<file path="src/rtl/uart_rx_fifo_if.sv">
// rtl/uart_rx_fifo_if.sv - UART receive FIFO bus: rx capture side, FWFT consumer side and status.
// Optional stats signals exist only when UART_RX_FIFO_STATS_EN is defined.
interface uart_rx_fifo_if #(
  parameter int DEPTH_LOG2 = 4,
  parameter int DATA_W     = 8
);
  logic [DATA_W-1:0]   rx_out;
  logic                rx_over;
  logic [DATA_W-1:0]   dout;
  logic                dout_valid;
  logic                dout_ready;
  logic [DEPTH_LOG2:0] count;
  logic                full;
  logic                empty;
  logic                overflow;
  logic                clr_ovf;
`ifdef UART_RX_FIFO_STATS_EN
  logic [7:0]          drop_cnt;
  logic [DEPTH_LOG2:0] max_count;
`endif

  modport master (
    output rx_out, rx_over, dout_ready, clr_ovf,
`ifdef UART_RX_FIFO_STATS_EN
    input  drop_cnt, max_count,
`endif
    input  dout, dout_valid, count, full, empty, overflow
  );

  modport slave (
    input  rx_out, rx_over, dout_ready, clr_ovf,
`ifdef UART_RX_FIFO_STATS_EN
    output drop_cnt, max_count,
`endif
    output dout, dout_valid, count, full, empty, overflow
  );
endinterface

</file>
<file path="src/rtl/uart_rx_fifo.sv">
// rtl/uart_rx_fifo.sv - FWFT byte FIFO capturing UART bytes on rx_over rising edges.
// Define UART_RX_FIFO_STATS_EN to add drop_cnt and max_count statistics.
module uart_rx_fifo #(
  parameter int DEPTH_LOG2 = 4,
  parameter int DATA_W     = 8
) (
  input  logic           clk,
  input  logic           rst_n,
  uart_rx_fifo_if.slave  bus
);
  localparam int AW    = DEPTH_LOG2;
  localparam int DEPTH = 1 << AW;
  localparam logic [AW:0] PTR_ONE = {{AW{1'b0}}, 1'b1};

  logic [DATA_W-1:0] mem [DEPTH];

  logic [AW:0]       wr_ptr_q, wr_ptr_d, rd_ptr_q, rd_ptr_d, count_q, count_d;
  logic              full_q, full_d, empty_q, empty_d, ovf_q, ovf_d;
  logic              rx_over_q, arm_q, arm_d;
  logic [DATA_W-1:0] dout_q, dout_d;
  logic              push_req, pop, push_en, drop;

  // arm_q blocks a push until rx_over has been seen low after reset release
  always_comb begin
    push_req = bus.rx_over & ~rx_over_q & arm_q;
    pop      = ~empty_q & bus.dout_ready;
    push_en  = push_req & (~full_q | pop);
    drop     = push_req & full_q & ~pop;
    arm_d    = arm_q | ~bus.rx_over;

    wr_ptr_d = push_en ? wr_ptr_q + PTR_ONE : wr_ptr_q;
    rd_ptr_d = pop     ? rd_ptr_q + PTR_ONE : rd_ptr_q;
    count_d  = wr_ptr_d - rd_ptr_d;
    empty_d  = (wr_ptr_d == rd_ptr_d);
    full_d   = (wr_ptr_d[AW] != rd_ptr_d[AW]) && (wr_ptr_d[AW-1:0] == rd_ptr_d[AW-1:0]);
    ovf_d    = drop | (ovf_q & ~bus.clr_ovf);

    // The new head may be the byte being written this same edge, so bypass it
    dout_d = dout_q;
    if ((pop && !empty_d) || (push_en && empty_q)) begin
      if (push_en && (wr_ptr_q == rd_ptr_d)) dout_d = bus.rx_out;
      else                                   dout_d = mem[rd_ptr_d[AW-1:0]];
    end
  end

  always_ff @(posedge clk) begin
    if (push_en) mem[wr_ptr_q[AW-1:0]] <= bus.rx_out;
  end

  always_ff @(posedge clk or negedge rst_n) begin
    if (!rst_n) begin
      wr_ptr_q  <= '0;
      rd_ptr_q  <= '0;
      count_q   <= '0;
      full_q    <= 1'b0;
      empty_q   <= 1'b1;
      ovf_q     <= 1'b0;
      rx_over_q <= 1'b0;
      arm_q     <= 1'b0;
      dout_q    <= '0;
    end else begin
      wr_ptr_q  <= wr_ptr_d;
      rd_ptr_q  <= rd_ptr_d;
      count_q   <= count_d;
      full_q    <= full_d;
      empty_q   <= empty_d;
      ovf_q     <= ovf_d;
      rx_over_q <= bus.rx_over;
      arm_q     <= arm_d;
      dout_q    <= dout_d;
    end
  end

  assign bus.dout       = dout_q;
  assign bus.dout_valid = ~empty_q;
  assign bus.count      = count_q;
  assign bus.full       = full_q;
  assign bus.empty      = empty_q;
  assign bus.overflow   = ovf_q;

`ifdef UART_RX_FIFO_STATS_EN
  logic [7:0]  drop_cnt_q, drop_cnt_d;
  logic [AW:0] max_count_q, max_count_d;

  always_comb begin
    drop_cnt_d  = drop_cnt_q;
    max_count_d = max_count_q;
    if (bus.clr_ovf) begin
      drop_cnt_d  = drop ? 8'd1 : 8'd0;
      max_count_d = count_q;
    end else begin
      if (drop && drop_cnt_q != 8'hFF) drop_cnt_d = drop_cnt_q + 8'd1;
      if (count_d > max_count_q)       max_count_d = count_d;
    end
  end

  always_ff @(posedge clk or negedge rst_n) begin
    if (!rst_n) begin
      drop_cnt_q  <= '0;
      max_count_q <= '0;
    end else begin
      drop_cnt_q  <= drop_cnt_d;
      max_count_q <= max_count_d;
    end
  end

  assign bus.drop_cnt  = drop_cnt_q;
  assign bus.max_count = max_count_q;
`endif
endmodule

</file>
<file path="src/flat_wrapper.sv">
// flat-port wrapper written by rule: the top's interface ports become plain ports
module uart_rx_fifo_flat 
#(
  parameter int DEPTH_LOG2 = 4,
  parameter int DATA_W     = 8
)
  (clk, rst_n, bus_rx_out, bus_rx_over, bus_dout_ready, bus_clr_ovf, bus_dout, bus_dout_valid, bus_count, bus_full, bus_empty, bus_overflow);
  uart_rx_fifo_if #(.DEPTH_LOG2(DEPTH_LOG2), .DATA_W(DATA_W)) bus_i ();
  input  logic clk;
  input  logic rst_n;
  input wire logic [$bits(bus_i.rx_out)-1:0] bus_rx_out;
  input wire logic [$bits(bus_i.rx_over)-1:0] bus_rx_over;
  input wire logic [$bits(bus_i.dout_ready)-1:0] bus_dout_ready;
  input wire logic [$bits(bus_i.clr_ovf)-1:0] bus_clr_ovf;
  output wire logic [$bits(bus_i.dout)-1:0] bus_dout;
  output wire logic [$bits(bus_i.dout_valid)-1:0] bus_dout_valid;
  output wire logic [$bits(bus_i.count)-1:0] bus_count;
  output wire logic [$bits(bus_i.full)-1:0] bus_full;
  output wire logic [$bits(bus_i.empty)-1:0] bus_empty;
  output wire logic [$bits(bus_i.overflow)-1:0] bus_overflow;
  assign bus_i.rx_out = bus_rx_out;
  assign bus_i.rx_over = bus_rx_over;
  assign bus_i.dout_ready = bus_dout_ready;
  assign bus_i.clr_ovf = bus_clr_ovf;
  assign bus_dout = bus_i.dout;
  assign bus_dout_valid = bus_i.dout_valid;
  assign bus_count = bus_i.count;
  assign bus_full = bus_i.full;
  assign bus_empty = bus_i.empty;
  assign bus_overflow = bus_i.overflow;
  uart_rx_fifo #(.DEPTH_LOG2(DEPTH_LOG2), .DATA_W(DATA_W)) u_core (.clk(clk), .rst_n(rst_n), .bus(bus_i));
endmodule
</file>
<file path="config.mk">
export PLATFORM = sky130hd
export DESIGN_NAME = uart_rx_fifo_flat
export DESIGN_NICKNAME = d
export VERILOG_FILES = /design/src/rtl/uart_rx_fifo_if.sv /design/src/rtl/uart_rx_fifo.sv /design/src/flat_wrapper.sv
export SDC_FILE = /design/constraint.sdc
export NUM_CORES = 1
export LEC_CHECK = 0
export CORE_MARGIN = 10
export CORE_UTILIZATION = 29
export CTS_CLUSTER_DIAMETER = 30
export DETAILED_ROUTE_END_ITERATION = 10
export PLACE_DENSITY_LB_ADDON = 0.1
export SYNTH_ARGS = -nofsm -noshare
export SYNTH_HDL_FRONTEND = slang
export SYNTH_SLANG_ARGS = --single-unit
</file>
<file path="constraint.sdc">
create_clock -name clk -period 3.4 [get_ports clk]
set_clock_uncertainty 0.2 [all_clocks]
set_input_delay 0.85 -clock clk [delete_from_list [all_inputs] [get_ports clk]]
set_output_delay 0.85 -clock clk [all_outputs]
set_load 0.02 [all_outputs]
</file>
Word level (Yosys, flattened, before mapping) --
Memory sizes are Yosys's and may differ from the RTL's. Index checks and enable logic that the tools add are counted. Widths: inputs -> output; s select.
Word-level totals: bits in writable memories 128, memories 1, word-level logic and storage cells 44, input port bits 13, output and inout bits 17, register bits 28
Memories:
- u_core.mem | depth 16, bits a word 8, read ports 1, clocked after Yosys merged registers in 0, write ports 1, RTL line uart_rx_fifo.sv:15 | logic [DATA_W-1:0] mem [DEPTH];
Cells by class: add/sub/neg operators 3, reductions and logical operators 6, equality and inequality tests 4, muxes and demuxes 5, bitwise logic cells 16
Operators with widths (count):
- $add 5x1->5 const B | 2
- $eq 5x5->1 | 2
- $mux 5 | 2
- $mux 8 | 1
- $and 1x1->1 | 7
- $not 1->1 | 6
- $sub 5x5->5 | 1
- $eq 4x4->1 | 1
- $logic_and 1x1->1 | 4
- $or 1x1->1 | 3
- $mux 1 | 2
- $logic_not 1->1 | 1
- $logic_or 1x1->1 | 1
- $ne 1x1->1 | 1

Logic depth before layout (Yosys ltp) --
depth in word-level cells 9, mapped depth 11, gate-level depth less buffers 9

Worst setup path after synthesis --
OpenSTA, ideal clock, no wires.
path type input port to flip-flop, from input port bus_dout_ready, to register u_core.dout_q[0], in the netlist u_core.bus.dout[0], arrival 2.939 ns, setup time 0.125 ns, setup slack 0.137 ns, path buffers 2, cell stages on the path 11, required time 3.075 ns, cell sequence nor2b_1 -> buf_6 -> nand2_2 -> xnor2_4 -> buf_2 -> inv_1 -> ha_1 -> and3_1 -> nand4_1 -> nand2_2 -> mux2_2
On the way: elaborated cells on any way between the ends 14, those cells by class eq/ne: 2; mux: 3; bitwise: 3; reduce/logical: 5; memory: 1
RTL lines:
- from (decl) | RTL line flat_wrapper.sv:13 | input wire logic [$bits(bus_i.dout_ready)-1:0] bus_dout_ready;
- $and 1x1->1 * | RTL line uart_rx_fifo.sv:26 | pop = ~empty_q & bus.dout_ready;
- $mux 5 * | RTL line uart_rx_fifo.sv:32 | rd_ptr_d = pop ? rd_ptr_q + PTR_ONE : rd_ptr_q;
- named net u_core.rd_ptr_d[2] | RTL line uart_rx_fifo.sv:17 | logic [AW:0] wr_ptr_q, wr_ptr_d, rd_ptr_q, rd_ptr_d, count_q, count_d;
- branches (longest 4 deep; another with $mem_v2 16x8)
- to (signal assigned) | RTL line uart_rx_fifo.sv:70 | dout_q <= dout_d;
- to (decl) | RTL line uart_rx_fifo.sv:20 | logic [DATA_W-1:0] dout_q, dout_d;
Mark *: on every way through the listed nets, which the timed path passes. A chain may end at the register's enable or synchronous reset.

Worst setup path in the final report --
from input port bus_dout_ready, to register u_core.dout_q[2], in the netlist u_core.bus.dout[2]
On the way: cells in the longest elaborated chain, start to end 8, elaborated cells on any way between the ends 14, those cells by class eq/ne: 2; mux: 3; bitwise: 3; reduce/logical: 5; memory: 1
Ends and longest elaborated chain:
- $and 1x1->1 * | RTL line uart_rx_fifo.sv:26
- $or 1x1->1 | RTL line uart_rx_fifo.sv:27 | push_en = push_req & (~full_q | pop);
- $and 1x1->1 | RTL line uart_rx_fifo.sv:27
- $mux 5 | RTL line uart_rx_fifo.sv:31 | wr_ptr_d = push_en ? wr_ptr_q + PTR_ONE : wr_ptr_q;
- $eq 5x5->1 | RTL line uart_rx_fifo.sv:34 | empty_d = (wr_ptr_d == rd_ptr_d);
- $logic_not 1->1 | RTL line uart_rx_fifo.sv:40 | if ((pop && !empty_d) || (push_en && empty_q)) begin
- $logic_and 1x1->1 | RTL line uart_rx_fifo.sv:40
- $logic_or 1x1->1 | RTL line uart_rx_fifo.sv:40
Every way passes the cells marked *; elsewhere a longest branch is shown, timed or not.

==> impl_summary.txt <==
----------------------------------------------------
[Logic synthesis]
  Ys async rst share ... 17.95%
  Number of enable-type register cells in the synthesized netlist ... 128
  Synthesized netlist net count ... 411
  Library cell with the highest instance count after synthesis ... sky130_fd_sc_hd__edfxtp_1
  Area leader, netlist ... sky130_fd_sc_hd__edfxtp_1
  Synth warnings ... 0
  Proportion of synthesized area in mux cells ... 17.29%
  Share of synthesized cell area in full adder, half adder and majority cells ... 1.604%
  Most area-consuming cells after synthesis ... sky130_fd_sc_hd__edfxtp_1 57%, sky130_fd_sc_hd__dfrtp_1 10%, sky130_fd_sc_hd__mux2i_1 9.4%
  Sequential area share after synthesis ... 67.75%
  Number of register bits inferred by synthesis ... 156
  Area fraction of the dominant cell type after synthesis ... 57.29%
  Simple-Gate Fraction of Synth Area ... 4.812%
  Post-Synthesis Cells ... 390
  Combinational family with the most area after synthesis ... multiplexers
  Post-Synthesis Mean Instance Area ... 17.20 um^2
  XOR/XNOR share of the synthesized area ... 3.693%
  Share of the synthesized area in compound gates (AO/OA/AOI/OAI) ... 2.350%
  Summed instance area of the synthesized netlist ... 6709 um^2
  Predominant post-synthesis flop cell ... sky130_fd_sc_hd__edfxtp_1
  Top cells by instance count after synthesis ... 128 x sky130_fd_sc_hd__edfxtp_1, 63 x sky130_fd_sc_hd__mux2i_1, 27 x sky130_fd_sc_hd__dfrtp_1
  Synth cell types ... 49

[Finish]
  Area growth, synth to finish ... 27.21%
  Total Nets Final ... 524
  Ratio of cells with drive above 1 in the final layout ... 28.88%
  Share of the core filled with cells in the final layout ... 37.58%
  Ant diodes ... 0
  Post-route design area ... 8534 um^2

[Routing]
  DRC violations left ... 0
  First DRT Iteration DRCs ... 159
  Number of detailed-routing iterations run before antenna repair ... 4
  Final wirelength ... 15.90 mm
  Routed WL per cell ... 19.85 um
  Remaining number of nets flagged by the antenna check after routing ... 0
  Mean number of vias per cell ... 4.544
  Via count ... 3,640

[Clocking]
  Total of hold buffers inserted after clock tree synthesis ... 0
  Clock tree from TritonCTS ... yes
  Buffers from clock root to sink, at most ... 2
  CTS H-tree lvls ... 4
  Root Driver ... sky130_fd_sc_hd__clkbuf_16
  Inserted Clock Buffers ... 17
  Clock insertion delay at the later pin of the skew report ... 430 ps
  Clock-pin transition on the worst setup and hold timing paths ... 60 ps
  Number of clock sinks ... 156

[Critical path]
  Start-to-end type of the worst setup path ... in -> reg
  Crit path to ... u_core.bus.dout[2]
  Critical Path Source Type ... input pin
  CP endpoint kind ... register
  Worst setup slack for register-to-register paths ... 550 ps
  Highest net fanout along the worst path ... 16
  WP data required ... 3510 ps
  Arrival time of the worst setup path ... 3360 ps
  Crit path max-delay cell type ... sky130_fd_sc_hd__clkdlybuf4s50_1
  Largest stage delay, worst path ... 490 ps
  Source of the worst register-to-register timing path ... u_core.bus.empty
  Critical Path, Cell by Cell ... clkdlybuf4s50_1 > nor2b_1 > buf_4 > xnor2_4 > buf_12 > buf_12 > mux2i_1 > mux4_2 > mux2i_1 > mux2_2 > mux2_2
  Worst Reg-to-Reg Cells ... 10
  Worst R2R End ... u_core.bus.dout[2]
  Worst setup path startpoint ... bus_dout_ready

[Global routing]
  First-pass GRT wire length ... 24.40 mm
  Global-route congestion overflow total ... 0
  Antenna violations before repair ... 0
  Global router's overall resource usage ... 11.38%
  Via count of the first global-routing pass ... 3,870
  Largest net degree at the start of global routing ... 35

[Timing]
  Slew Limit Headroom ... 52.22%
  RSZ-0062 raised after global routing ... no
  Period utilisation layout ... 95.53%
  Final hold violation count ... 0
  Final Slew Violations ... 0
  Transition time at the pin with the least slew margin ... 716.6 ps
  Fin Setup TNS ... 0 ps
  Tightest hold margin ... 264.4 ps
  Achievable frequency ... 307.9 MHz
  Final setup violation count ... 0
  Post-route minimum period ... 3248 ps

[Floorplan]
  Ports placed on the boundary ... 30
  Die Span X ... 172.1 um
  Initial core utilization ... 29.54%
  Standard cell core area ... 22,710 um^2
  Cell Rows ... 55
  Die Ht ... 172.1 um
  Die area ... 29,620 um^2

[Place]
  Area after DPL ... 7839 um^2
  HPWL after DPL ... 11.16 mm
  Port Buffers ... 29
  Gpl congestion ... 0.7922

[Pwr]
  Worst vdd ir ... 0.3655 mV
  Ratio of total power to cell area ... 996.7 nW/um^2
  Leakage power ... 0.003261 uW

[Run]
  Total of max-cap violations ... 0

[Hold path]
  Hold Crit Class ... reg -> reg
  Worst min-delay path startpoint ... u_core.arm_q

[Outcome]
  Result of the run ... completed

----------------------------------------------------
## sequential cells by signal, indices dropped and copies added, names as in the netlist
signal and count:
u_core.mem 128, u_core.bus.dout 8, u_core.bus.count 5, u_core.rd_ptr_q 5
u_core.wr_ptr_q 5, u_core.arm_q 1, u_core.bus.empty 1, u_core.bus.full 1
u_core.bus.overflow 1, u_core.rx_over_q 1
## critical path: cells and delay by family
kind,cells,cell delay (ps)
simple gates,1,150
mux,5,1160
xor+xnor,1,160
buf+inv,4,1020
## layout make-up
class	instances	area (um^2)
multi-input combinational	206	2003
clock buffer	19	452.9
sequential	156	4546
timing repair buffer	108	944.7
inverter	14	52.55
clock inverter	13	178.9
fill	2144	14170
tap	285	356.6
## routing by layer
| layer | wire length, um | GRT usage [%] | part of all wire (%) | up-vias |
|---|---|---|---|---|
| met2 | 7823 | 18.80 | 49 | 68 |
| met1 | 7269 | 14.32 | 46 | 1841 |
| met4 | 104 | 3.223 | 0.65 | 0 |
| met3 | 704 | 3.078 | 4.4 | 6 |
| li1 | - | - | - | 1725 |
| met5 | 0 | 0 | 0 | - |
## repair_timing
action / in CTS / in global routing
endpoints found under the setup margin: 0 / 1
setup buffers: 0 / 8
endpoints found under the hold margin: 0 / 0
gates resized for setup: 0 / 1
## metrics by stage
stage / setup slack (ps) / cells / total power, uW
floorplan: 136.8 / 390 / 5110
global placement: -329.1 / 761 / 6534
detailed placement: -337.4 / 761 / 6519
CTS: 89.88 / 793 / 8537
global route: 31.30 / 801 / 9025
finish: 152.0 / 801 / 8506
## cell families (layout without fill, tap and decap cells)
group,count (synthesis),in the layout
xor+xnor,19,19
fa+ha+maj,8,8
mux,93,93
simple gates,65,65
flops,156,156
compound gates,21,21
buf+inv,28,154
## cell usage in the layout, fill, tap and decap left out, drive strengths merged, types with 5 or more instances in the layout
cell	n
edfxtp	128
buf	80
mux2i	64
clkdlybuf4s50	28
dfrtp	27
nor2	19
clkbuf	19
inv	19
nand2	15
mux4	15
mux2	14
xnor2	11
nor3	8
ha	7
xor2	5
and3	5
o211ai	5
nand4	5
## power breakdown
part | total, uW | switching (uW) | internal (uW)
Sequential | 2520 | 192 | 2330
Combinational | 3990 | 1860 | 2130
Clock | 2000 | 787 | 1210
Total | 8510 | 2840 | 5670
## how the worst min path moves through the flow
| stage | to | depth (start not counted) | slack (ps) |
|---|---|---|---|
| final | u_core.arm_q | 1 | 260 |
| after global placement | u_core.arm_q | 1 | 250 |
| after floorplan | u_core.arm_q | 1 | 240 |
| after detailed placement | u_core.arm_q | 1 | 250 |
| after CTS | u_core.arm_q | 1 | 270 |
| after global routing | u_core.arm_q | 1 | 280 |
Power figures use the tool's default switching activity.
